### src/rtl/riscv_fetch_pkg.sv
// ============================================================================
// Module   : riscv_fetch_pkg
// Brief    : Shared widths, constants and queue entry type for the fetch stage.
// Revision : 1.0
// ============================================================================
`default_nettype none

package riscv_fetch_pkg;

  localparam int XLEN = 32;
  localparam int ILEN = 32;

  localparam logic [ILEN-1:0] INSTR_NOP = 32'h0000_0013;
  localparam logic [XLEN-1:0] PC_STEP   = 32'd4;

  typedef struct packed {
    logic [ILEN-1:0] instr;
    logic [XLEN-1:0] pc;
  } fetch_entry_t;

endpackage

`default_nettype wire

### src/rtl/fetch_queue.sv
// ============================================================================
// Module   : fetch_queue
// Brief    : Synchronous FIFO of fetch entries with push/pop/flush; the head
//            output holds its last value while the queue is empty.
// Revision : 1.0
// ============================================================================
`default_nettype none

module fetch_queue
  import riscv_fetch_pkg::*;
#(
  parameter int DEPTH = 2
) (
  input  logic         clk,
  input  logic         reset,
  input  logic         push,
  input  fetch_entry_t push_entry,
  input  logic         pop,
  input  logic         flush,
  output fetch_entry_t head,
  output logic         full,
  output logic         empty
);

  localparam int PTR_W = $clog2(DEPTH);
  localparam int CNT_W = PTR_W + 1;

  fetch_entry_t     mem_q [DEPTH];
  fetch_entry_t     mem_d [DEPTH];
  fetch_entry_t     last_q, last_d;
  logic [PTR_W-1:0] rd_ptr_q, rd_ptr_d;
  logic [PTR_W-1:0] wr_ptr_q, wr_ptr_d;
  logic [CNT_W-1:0] count_q, count_d;

  assign empty = (count_q == '0);
  assign full  = (count_q == CNT_W'(DEPTH));
  assign head  = empty ? last_q : mem_q[rd_ptr_q];

  // Pointers wrap naturally because DEPTH is a power of two.
  always_comb begin
    mem_d    = mem_q;
    last_d   = head;
    rd_ptr_d = rd_ptr_q;
    wr_ptr_d = wr_ptr_q;
    count_d  = count_q;
    if (flush) begin
      rd_ptr_d = '0;
      wr_ptr_d = '0;
      count_d  = '0;
    end else begin
      if (push) begin
        mem_d[wr_ptr_q] = push_entry;
        wr_ptr_d        = wr_ptr_q + 1'b1;
      end
      if (pop) begin
        rd_ptr_d = rd_ptr_q + 1'b1;
      end
      count_d = count_q + CNT_W'(push) - CNT_W'(pop);
    end
  end

  always_ff @(posedge clk) begin
    if (reset) begin
      last_q   <= '0;
      rd_ptr_q <= '0;
      wr_ptr_q <= '0;
      count_q  <= '0;
    end else begin
      last_q   <= last_d;
      rd_ptr_q <= rd_ptr_d;
      wr_ptr_q <= wr_ptr_d;
      count_q  <= count_d;
    end
  end

  always_ff @(posedge clk) begin
    mem_q <= mem_d;
  end

endmodule

`default_nettype wire

### src/rtl/instr_fetch_unit.sv
// ============================================================================
// Module   : instr_fetch_unit
// Brief    : PC owner and ROM fetch front end feeding decode through a queue.
//            Define FETCH_BOUND_CHECK_EN to fault on fetches past ROM_DEPTH.
// Revision : 1.0
// ============================================================================
`default_nettype none

module instr_fetch_unit
  import riscv_fetch_pkg::*;
#(
  parameter logic [31:0] RESET_PC    = 32'h0000_0000,
  parameter int          QUEUE_DEPTH = 2,
  parameter int          ROM_DEPTH   = 64
) (
  input  logic            clk,
  input  logic            reset,
  input  logic            fetch_en,
  output logic [XLEN-1:0] rom_addr,
  input  logic [ILEN-1:0] rom_data,
  output logic            instr_valid,
  input  logic            instr_ready,
  output logic [ILEN-1:0] instr,
  output logic [XLEN-1:0] instr_pc,
  input  logic            redirect_valid,
  input  logic [XLEN-1:0] redirect_pc,
  output logic            fetch_fault
);

  if ((QUEUE_DEPTH < 2) || ((QUEUE_DEPTH & (QUEUE_DEPTH - 1)) != 0) || (ROM_DEPTH < 1))
  begin : g_param_check
    $error("instr_fetch_unit: QUEUE_DEPTH must be a power of two >= 2, ROM_DEPTH >= 1");
  end

  logic [XLEN-1:0] pc_q, pc_d;
  logic [XLEN-1:0] redirect_target;
  logic            pop, push, fault_block;
  logic            q_full, q_empty;
  fetch_entry_t    push_entry, head;

  assign redirect_target = redirect_pc & ~32'h0000_0003;
  assign rom_addr        = pc_q;
  assign instr_valid     = ~q_empty;
  assign instr           = head.instr;
  assign instr_pc        = head.pc;
  assign pop             = instr_valid & instr_ready;
  assign push            = fetch_en & ~redirect_valid & ~fault_block & (~q_full | pop);
  assign push_entry      = '{instr: rom_data, pc: pc_q};

  always_comb begin
    pc_d = pc_q;
    if (redirect_valid) begin
      pc_d = redirect_target;
    end else if (push) begin
      pc_d = pc_q + PC_STEP;
    end
  end

  always_ff @(posedge clk) begin
    if (reset) begin
      pc_q <= RESET_PC;
    end else begin
      pc_q <= pc_d;
    end
  end

`ifdef FETCH_BOUND_CHECK_EN
  logic fault_q, fault_d;
  logic target_oor;

  assign fault_block = ({2'b00, pc_q[XLEN-1:2]} >= 32'(ROM_DEPTH));
  assign target_oor  = ({2'b00, redirect_target[XLEN-1:2]} >= 32'(ROM_DEPTH));
  assign fetch_fault = fault_q;

  // Sticky: only a redirect to an in-range target clears it.
  always_comb begin
    fault_d = fault_q;
    if (redirect_valid) begin
      fault_d = fault_q & target_oor;
    end else if (fault_block & fetch_en) begin
      fault_d = 1'b1;
    end
  end

  always_ff @(posedge clk) begin
    if (reset) begin
      fault_q <= 1'b0;
    end else begin
      fault_q <= fault_d;
    end
  end
`else
  assign fault_block = 1'b0;
  assign fetch_fault = 1'b0;
`endif

  fetch_queue #(
    .DEPTH(QUEUE_DEPTH)
  ) u_queue (
    .clk       (clk),
    .reset     (reset),
    .push      (push),
    .push_entry(push_entry),
    .pop       (pop),
    .flush     (redirect_valid),
    .head      (head),
    .full      (q_full),
    .empty     (q_empty)
  );

endmodule

`default_nettype wire

### config.mk
export PLATFORM = sky130hd
export DESIGN_NAME = instr_fetch_unit
export DESIGN_NICKNAME = d
export VERILOG_FILES = /design/src/rtl/riscv_fetch_pkg.sv /design/src/rtl/fetch_queue.sv /design/src/rtl/instr_fetch_unit.sv
export SDC_FILE = /design/constraint.sdc
export NUM_CORES = 1
export LEC_CHECK = 0
export BUFFER_PORTS_ARGS = -buffer_cell sky130_fd_sc_hd__buf_2
export CAP_MARGIN = 15
export CORE_UTILIZATION = 50
export DETAILED_ROUTE_END_ITERATION = 16
export PLACE_DENSITY = 0.8
export SKIP_LAST_GASP = 1
export SYNTH_ARGS = -nofsm -noshare
export SYNTH_HDL_FRONTEND = slang
export SYNTH_SLANG_ARGS = --single-unit
### constraint.sdc
create_clock -name clk -period 7.07 [get_ports clk]
set_clock_uncertainty 0.05 [all_clocks]
set_input_delay 1.414 -clock clk [delete_from_list [all_inputs] [get_ports clk]]
set_output_delay 1.414 -clock clk [all_outputs]
set_load 0.1 [all_outputs]
# Word-level counts from Yosys, hierarchy flattened
# Index checks and enable logic that the tools add are counted.
# classes
add_sub_neg	5
multipliers	0
div_mod_pow	0
order_cmp	3
n_eq_ne	1
shift	0
n_mux	9
n_bitwise	9
n_reduce_logical	5
# op_table
op	count
two-way mux 64 bit	5
bitwise mux 128 bit	1
demux 64 bit (select 1 bit)	1
two-way mux 32 bit	2
adder 32 x 3 -> 32 bit, second input constant	1
greater-or-equal comparator 2 bit, second input constant	2
NOT 1 -> 2 bit	2
bitwise AND 1 bit	3
NOT 1 bit	3
adder 1 bit, second input constant	2
adder 2 x 1 -> 2 bit	1
equality test 2 bit, second input constant	1
logical NOT 2 bit	1
< comparator 2 x 1 -> 1 bit, second input constant	1
AND reduction 2 bit	1
nonzero test 2 bit	1
OR reduction 2 bit	1
subtractor 2 x 1 -> 2 bit	1
logical AND 1 bit	1
OR 1 bit	1
# totals
register_bits	228
latchBits	0
ram_bits	0
romBits	0
in_bits	69
out_inout_bits	98
memories	0

# Longest topological paths before layout
# Gate-level depths: netlist (run 1).
# logic_depth
word_depth	7
ltp_mapped	9

# Cells and area by module
# From an unflattened synthesis (run 1), not the netlist that was laid out.
# hier_totals
cells_unflattened	761
hier_area_um2	9316.4
# modules_own_cells
module	n_inst	cells_per_inst	area_per_inst_um2	seq_area_each_um2
fetch_queue	1	511	7363.3	5205.0
instr_fetch_unit	1	250	1953.1	600.6

# Least setup slack after synthesis (run 1)
# OpenSTA, ideal clock, no wires.
# synth_timing
path_kind	in2reg
start	input port redirect_valid
end	register u_queue.mem_q[100] (netlist name) (enable)
setup_ps	558
arrival_ps	6104
setup_slack_ps	358
cell_stages	3
n_path_buf	2
path_cell_list	clkbuf_1 > clkbuf_1 > nor3_1
# synth_via
elab_chain_cells	4
# synth_lines
item	line	text
start, declared	instr_fetch_unit.sv:25	input logic redirect_valid,
NOT 1 bit (no line) (*)	n/a	
bitwise AND 1 bit (2 in series)	instr_fetch_unit.sv:47	assign push = fetch_en & ~redirect_valid & ~fault_block & (~q_full | pop);
AND reduction 2 bit (no line) (*)	n/a	
end signal, assigned	fetch_queue.sv:77	mem_q <= mem_d;
end, declared	fetch_queue.sv:28	fetch_entry_t mem_q [DEPTH];
# Every way passes the cells marked *; elsewhere a longest branch is shown, timed or not.
# A chain may end at the register's enable or synchronous reset.

# Final worst setup path (run 1)
# layout_timing
start	register u_queue.count_q[1]
end	output port instr[3]
# layout_via
elab_chain_cells	2
# layout_lines
item	line	text
start, declared	fetch_queue.sv:33	logic [CNT_W-1:0] count_q, count_d;
start signal, assigned	fetch_queue.sv:72	count_q <= count_d;
logical NOT 2 bit	fetch_queue.sv:35	assign empty = (count_q == '0);
two-way mux 64 bit	fetch_queue.sv:37	assign head = empty ? last_q : mem_q[rd_ptr_q];
end, declared	instr_fetch_unit.sv:23	output logic [ILEN-1:0] instr,
# No other way between the ends.

==> summary.txt, run 1 <==
Outcome
  • Run status: complete, no violations

Timing
  • Fin crit share: 63.1%
  • Setup WS post-layout: 2610 ps
  • Unrepaired setup endpoints after global routing: false
  • Worst slew slack as a fraction of its limit: 21.1%
  • Worst slew pin tran: between 1000 and 1500 ps
  • Final hold violation count: 0
  • Setup tns final: 0 ps
  • Maximum clock frequency: approximately 220 MHz
  • Fin crit period: 4460 ps
  • Final-report max-slew violation count: 0
  • Hold Worst Slack: 476 ps
  • Setup-violating endpoint count in the final report: 0

Synth
  • EDFF count, synth: 124
  • Distinct cell type count after synthesis: 37
  • Async set-reset flop share out of synthesis: 0%
  • Avg Cell Area, Syn: ~12 µm²
  • Register area share after synthesis: 65.2%
  • Number of warnings issued by yosys: 0
  • Post-Synthesis Cell Area: 8720 µm²
  • Number of synthesized register bits: around 220
  • Post-Syn Instances: 710
  • Most frequently used flop master after synthesis: sky130_fd_sc_hd__edfxtp_1

Placement
  • Detail Placement HPWL: 10.8 mm
  • Post-Place Cells: 1056
  • Post-Place Setup Slack: 3210 ps
  • Placed instance area: between 9000 and 10000 µm²
  • Count of buffers inserted at the top-level ports: approximately 160
  • Routability cong.: slightly below 0.8

Detailed routing
  • Number of DRC markers in iteration 0: 242
  • Pre-antenna DRT Iters: 4
  • Total wire length after detailed routing: roughly 18 mm
  • Average detailed-routed wire length per instance: between 15 and 20 µm
  • DR vias: ~5.6k
  • Residual DRC count: 0
  • Number of nets with antenna violations after detailed routing: 0
  • Vias per cell: 5.12

Worst setup path
  • Reg2Reg Setup Slack: approximately 4500 ps
  • Largest fanout on the critical path: 96
  • RR Startpoint: u_queue.count_q[1]
  • Critical path's slowest cell: sky130_fd_sc_hd__buf_4
  • Largest stage delay, worst path: 740 ps
  • Setup Crit Path Kind: reg2out
  • Critical Path Source: u_queue.count_q[1]
  • Category of the worst setup path launch point: register
  • Worst Path Arrival: 3000 ps
  • WP data required: 5610 ps
  • CP cell instances: nor2_4, buf_4, nand2_1, o21ai_0, buf_2
  • Worst reg-to-reg path cell count: 5
  • Capturing point of the worst reg2reg path: u_queue.mem_q[46]
  • Capturing instance or port of the critical path: instr[3]
  • Category of the worst setup path capture point: primary output

Layout
  • Layout overhead on the synthesized area: 18.6%
  • Most common cell after layout, fill and taps aside: sky130_fd_sc_hd__buf_2
  • Fraction of final layout cells with drive strength greater than 1: 23.7%
  • Final cell count without fillers: 1095
  • Final non-filler cell area: between 10000 and 15000 µm²
  • Total inserted antenna cells: 0
  • Util after Layout: 61.5%
  • Commonest cells after routing, fill and taps aside: sky130_fd_sc_hd__buf_2, sky130_fd_sc_hd__edfxtp_1, sky130_fd_sc_hd__dfxtp_1
  • Number of nets at the end of the flow: 933

Clocking
  • CTS Root Buffer Type: sky130_fd_sc_hd__clkbuf_16
  • Post-CTS Hold Buffers: 0
  • Maximum clock path buffer count: 3
  • Worst-path clk slew: around 60 ps
  • TritonCTS Buffers: 23
  • Setup Fix Bufs, Post-CTS: 0
  • Cts repair resizes: 0
  • TritonCTS clock tree: yes
  • # H-tree levels: 1
  • TritonCTS Sinks: 222
  • Latest clock arrival within the worst-skew pair: approximately 500 ps

Floorplanning
  • Row Count: 47
  • Initial Utilization: between 50% and 60%
  • Placeable Area: 16800 µm²
  • Chip width: ~130 µm
  • Height of the chip: between 100 and 150 µm
  • Top-Level Pins: roughly 170
  • Die footprint: about 18000 µm²

Power and ir drop
  • Cell leakage power: around 4 nW
  • Largest voltage drop on the vdd net: 0.182 mV
  • Power density over the cells: 298 nW/µm²
  • Power consumption: 3.08 mW

GRT
  • Antenna violations before repair: 0
  • GR Overflow Total: 0
  • Maximum number of pins on one net before global-route repair: between 90 and 100
  • Number of global-route vias before repair: 5377
  • Wire length of the first global-routing pass: 27.8 mm
  • All-Layer GR Usage: 19.5%

Worst hold path
  • Class of the most critical hold timing path: reg2reg
  • Worst hold path cell count: 0

Flow run
  • Maximum capacitance violations: 0
## worst max-delay path, delay by kind of cell, from the launching register on
family | cells | cell delay, ps
AOI/OAI and AO/OA | 1 | 170
DFF | 1 | 360
buffers and inverters | 2 | 1230
and+or+nand+nor | 2 | 670
## worst min path at each step
stage / from / to / slack, ps
2_1_floorplan: u_queue.count_q[1] / u_queue.count_q[1] / 480
3_3_place_gp: rom_addr[31] / u_queue.mem_q[31] / 470
3_5_place_dp: rom_addr[31] / u_queue.mem_q[31] / 470
4_1_cts: rom_addr[31] / u_queue.mem_q[95] / 480
5_1_grt: rom_addr[31] / u_queue.mem_q[31] / 490
6_report: rom_addr[31] / u_queue.mem_q[95] / 480
## flip-flops by register name (all words and copies together), names as in the netlist
name	count
rom_addr	30
u_queue.count_q	2
u_queue.last_q	64
u_queue.mem_q	124
u_queue.rd_ptr_q	1
u_queue.wr_ptr_q	1
## routing by layer
metal / wire length (µm) / part of all wire, % / GRT usage (%) / vias up
met3: 1020 / 5.8 / 3.67 / 23
met1: 7920 / 45 / 25.8 / 2642
met4: 274 / 1.6 / 4.74 / 0
li1: - / - / - / 2786
met2: 8380 / 48 / 33.0 / 151
met5: 0 / 0 / 0 / -
## report_power, final
part           leakage (nW)  internal (mW)  switching (mW)  total (mW)
clock network         0.331          0.619           0.462        1.08
registers              1.95           1.42          0.0381        1.46
logic                  1.74         0.0969           0.447       0.544
## cells by family after synthesis
kind of cell               Yosys count  synth area share, %
xor gates and xnor gates            33                 3.31
adders and majority gates            3                0.430
AOI/OAI and AO/OA                  109                 6.97
muxes                               69                 7.93
and+or+nand+nor                    207                 12.9
DFF                                222                 65.2
buffers and inverters               66                 3.26
other                                1               0.0430
## cell usage after synthesis (11+ instances only)
| cell | number | area, µm² |
|---|---|---|
| sky130_fd_sc_hd__buf_2 | 14 | 70.1 |
| sky130_fd_sc_hd__edfxtp_1 | 124 | 3720 |
| sky130_fd_sc_hd__o21a_1 | 19 | 143 |
| sky130_fd_sc_hd__nor2b_1 | 69 | 432 |
| sky130_fd_sc_hd__dfxtp_1 | 98 | 1960 |
| sky130_fd_sc_hd__inv_1 | 23 | 86.3 |
| sky130_fd_sc_hd__o21ai_0 | 63 | 315 |
| sky130_fd_sc_hd__nand2_1 | 72 | 270 |
| sky130_fd_sc_hd__a21oi_1 | 19 | 95.1 |
| sky130_fd_sc_hd__mux2i_1 | 68 | 681 |
| sky130_fd_sc_hd__nand4_1 | 11 | 68.8 |
| sky130_fd_sc_hd__xnor2_1 | 23 | 201 |
| sky130_fd_sc_hd__clkbuf_1 | 24 | 90.1 |
## final cells by class
class / count / area, µm²
flip-flops and latches: 222 / 5690
repair buffers: 167 / 853
fillers: 1344 / 6480
inverters: 23 / 86.3
well taps: 220 / 275
clock buffers: 33 / 633
clock inverters: 6 / 30.0
multi-input cells: 424 / 2780
No activity file was read; power rests on OpenSTA's default activity.
==> run 2, diff against run 1 <==
- clock period: 7.07 -> 3.7 ns (I/O delays scaled with it)
==> summary.txt, run 2 (synthesized netlist as in run 1, its figures left out) <==
Outcome
  • Run status: complete, no violations

Layout
  • Flip-flop count of the largest register after layout: 124
  • Top register by number of flip-flops: u_queue.mem_q
  • Layout overhead on the synthesized area: 21.1%
  • Most common cell after layout, fill and taps aside: sky130_fd_sc_hd__buf_2
  • Final cell count without fillers: 1102
  • Number of nets at the end of the flow: 936
  • Final non-filler cell area: 10600 µm²
  • Commonest cells after routing, fill and taps aside: sky130_fd_sc_hd__buf_2, sky130_fd_sc_hd__edfxtp_1, sky130_fd_sc_hd__dfxtp_1
  • Util after Layout: 62.8%
  • Fraction of final layout cells with drive strength greater than 1: between 20% and 30%

GRT
  • Number of global-route vias before repair: 5523
  • GR Overflow Total: 0
  • Wire length of the first global-routing pass: 28.3 mm
  • Antenna violations before repair: 1
  • Maximum number of pins on one net before global-route repair: 74
  • All-Layer GR Usage: 20.1%

Timing
  • Fin crit period: between 3000 and 4000 ps
  • Unrepaired setup endpoints after global routing: false
  • Setup-violating endpoint count in the final report: 0
  • Maximum clock frequency: 317 MHz
  • Final hold violation count: 0
  • Worst slew pin tran: 928 ps
  • Setup tns final: 0 ps
  • Worst slew slack as a fraction of its limit: 38.1%
  • Fin crit share: a little under nine tenths
  • Final-report max-slew violation count: 0

Worst setup path
  • Category of the worst setup path launch point: register
  • CP cell instances: nor2_4, buf_4, nand2_1, o21ai_0, buf_2
  • Setup Crit Path Kind: reg2out
  • Largest fanout on the critical path: 73
  • Category of the worst setup path capture point: primary output
  • WP data required: 2910 ps
  • Largest stage delay, worst path: 570 ps
  • Critical path's slowest cell: sky130_fd_sc_hd__buf_4
  • Worst Path Arrival: 2370 ps

Worst hold path
  • Class of the most critical hold timing path: in2reg

Detailed routing
  • DR vias: 5769
  • Pre-antenna DRT Iters: 5
  • Number of nets with antenna violations after detailed routing: 0
  • Vias per cell: 5.24
  • Average detailed-routed wire length per instance: 16.6 µm
  • Residual DRC count: 0
  • Total wire length after detailed routing: 18.3 mm
  • Number of DRC markers in iteration 0: 268

Placement
  • Count of buffers inserted at the top-level ports: 161
  • Placed instance area: 9710 µm²
  • Post-Place Cells: 1058
  • Detail Placement HPWL: 11.3 mm
  • Routability cong.: ~0.8

Clocking
  • Worst-path clk slew: 60 ps
  • CTS Root Buffer Type: sky130_fd_sc_hd__clkbuf_16
  • Cts repair resizes: 0
  • Setup Fix Bufs, Post-CTS: 0
  • TritonCTS Buffers: 24
  • TritonCTS Sinks: 222
  • Maximum clock path buffer count: 3
  • Post-CTS Hold Buffers: 0
  • Latest clock arrival within the worst-skew pair: 500 ps
  • # H-tree levels: 1
  • TritonCTS clock tree: yes

Power and ir drop
  • Largest voltage drop on the vdd net: 0.444 mV
  • Power density over the cells: 600 nW/µm²
  • Power consumption: 6.34 mW
  • Cell leakage power: 4.10 nW

Floorplanning
  • Top-Level Pins: 167
  • Chip width: 134 µm
  • Die footprint: 18000 µm²
  • Height of the chip: 134 µm
  • Row Count: 47
  • Placeable Area: 16800 µm²
  • Initial Utilization: ~52%

Flow run
  • Maximum capacitance violations: 0
[run 2: changes by cell type in the layout (fill, tap and decap cells not counted), moves of 3 or more]
cell	before	now
sky130_fd_sc_hd__clkbuf_1	8	4
sky130_fd_sc_hd__o21ai_0	63	4
sky130_fd_sc_hd__o21ai_1	0	59
sky130_fd_sc_hd__bufinv_16	0	3
sky130_fd_sc_hd__clkinv_2	6	2
sky130_fd_sc_hd__clkbuf_16	23	26
[run 2: area by class of cell]
class                   count  area (µm²)
multi-input cells         424        2780
diodes                      1        2.50
repair buffers            169         881
clock inverters             9         128
inverters                  23        86.3
fillers                  1336        6250
clock buffers              34         721
flip-flops and latches    222        5690
well taps                 220         275
[run 2: final timing paths]
check,start,endpoint,slack [ps],cells after the start
setup / recovery,u_queue.count_q[1],instr[31],540,5
hold / removal,rom_data[27],u_queue.mem_q[123],380,1
setup reg to reg,u_queue.count_q[0],u_queue.mem_q[7],1190,4
hold reg to reg,rom_addr[31],u_queue.mem_q[95],460,0
[run 2: routing by layer]
layer  track usage, %  share of wire, %
met1             25.0                42
met4             6.80               2.6
met2             35.0                50
met5                0                 0
met3             3.93               5.6
[run 2: report_power, final]
part | leakage (nW) | total (mW) | internal (mW) | switching, mW
Clock | 0.410 | 2.49 | 1.56 | 0.928
Sequential | 1.95 | 2.78 | 2.72 | 0.0648
Combinational | 1.75 | 1.07 | 0.193 | 0.875
Total | 4.10 | 6.34 | 4.47 | 1.87
[run 2: metrics by stage]
step	setup WS [ps]	hold slack, ps
floorplan	100	485
global placement	835	442
detailed placement	785	451
CTS	536	356
global route	425	354
finish	543	376
[run 2: worst max-delay path, delay by kind of cell, from the launching register on]
family | cells | cell delay [ps]
buffers and inverters | 2 | 1060
flip-flops | 1 | 360
AND/OR/NAND/NOR | 2 | 250
AO/OA/AOI/OAI | 1 | 150
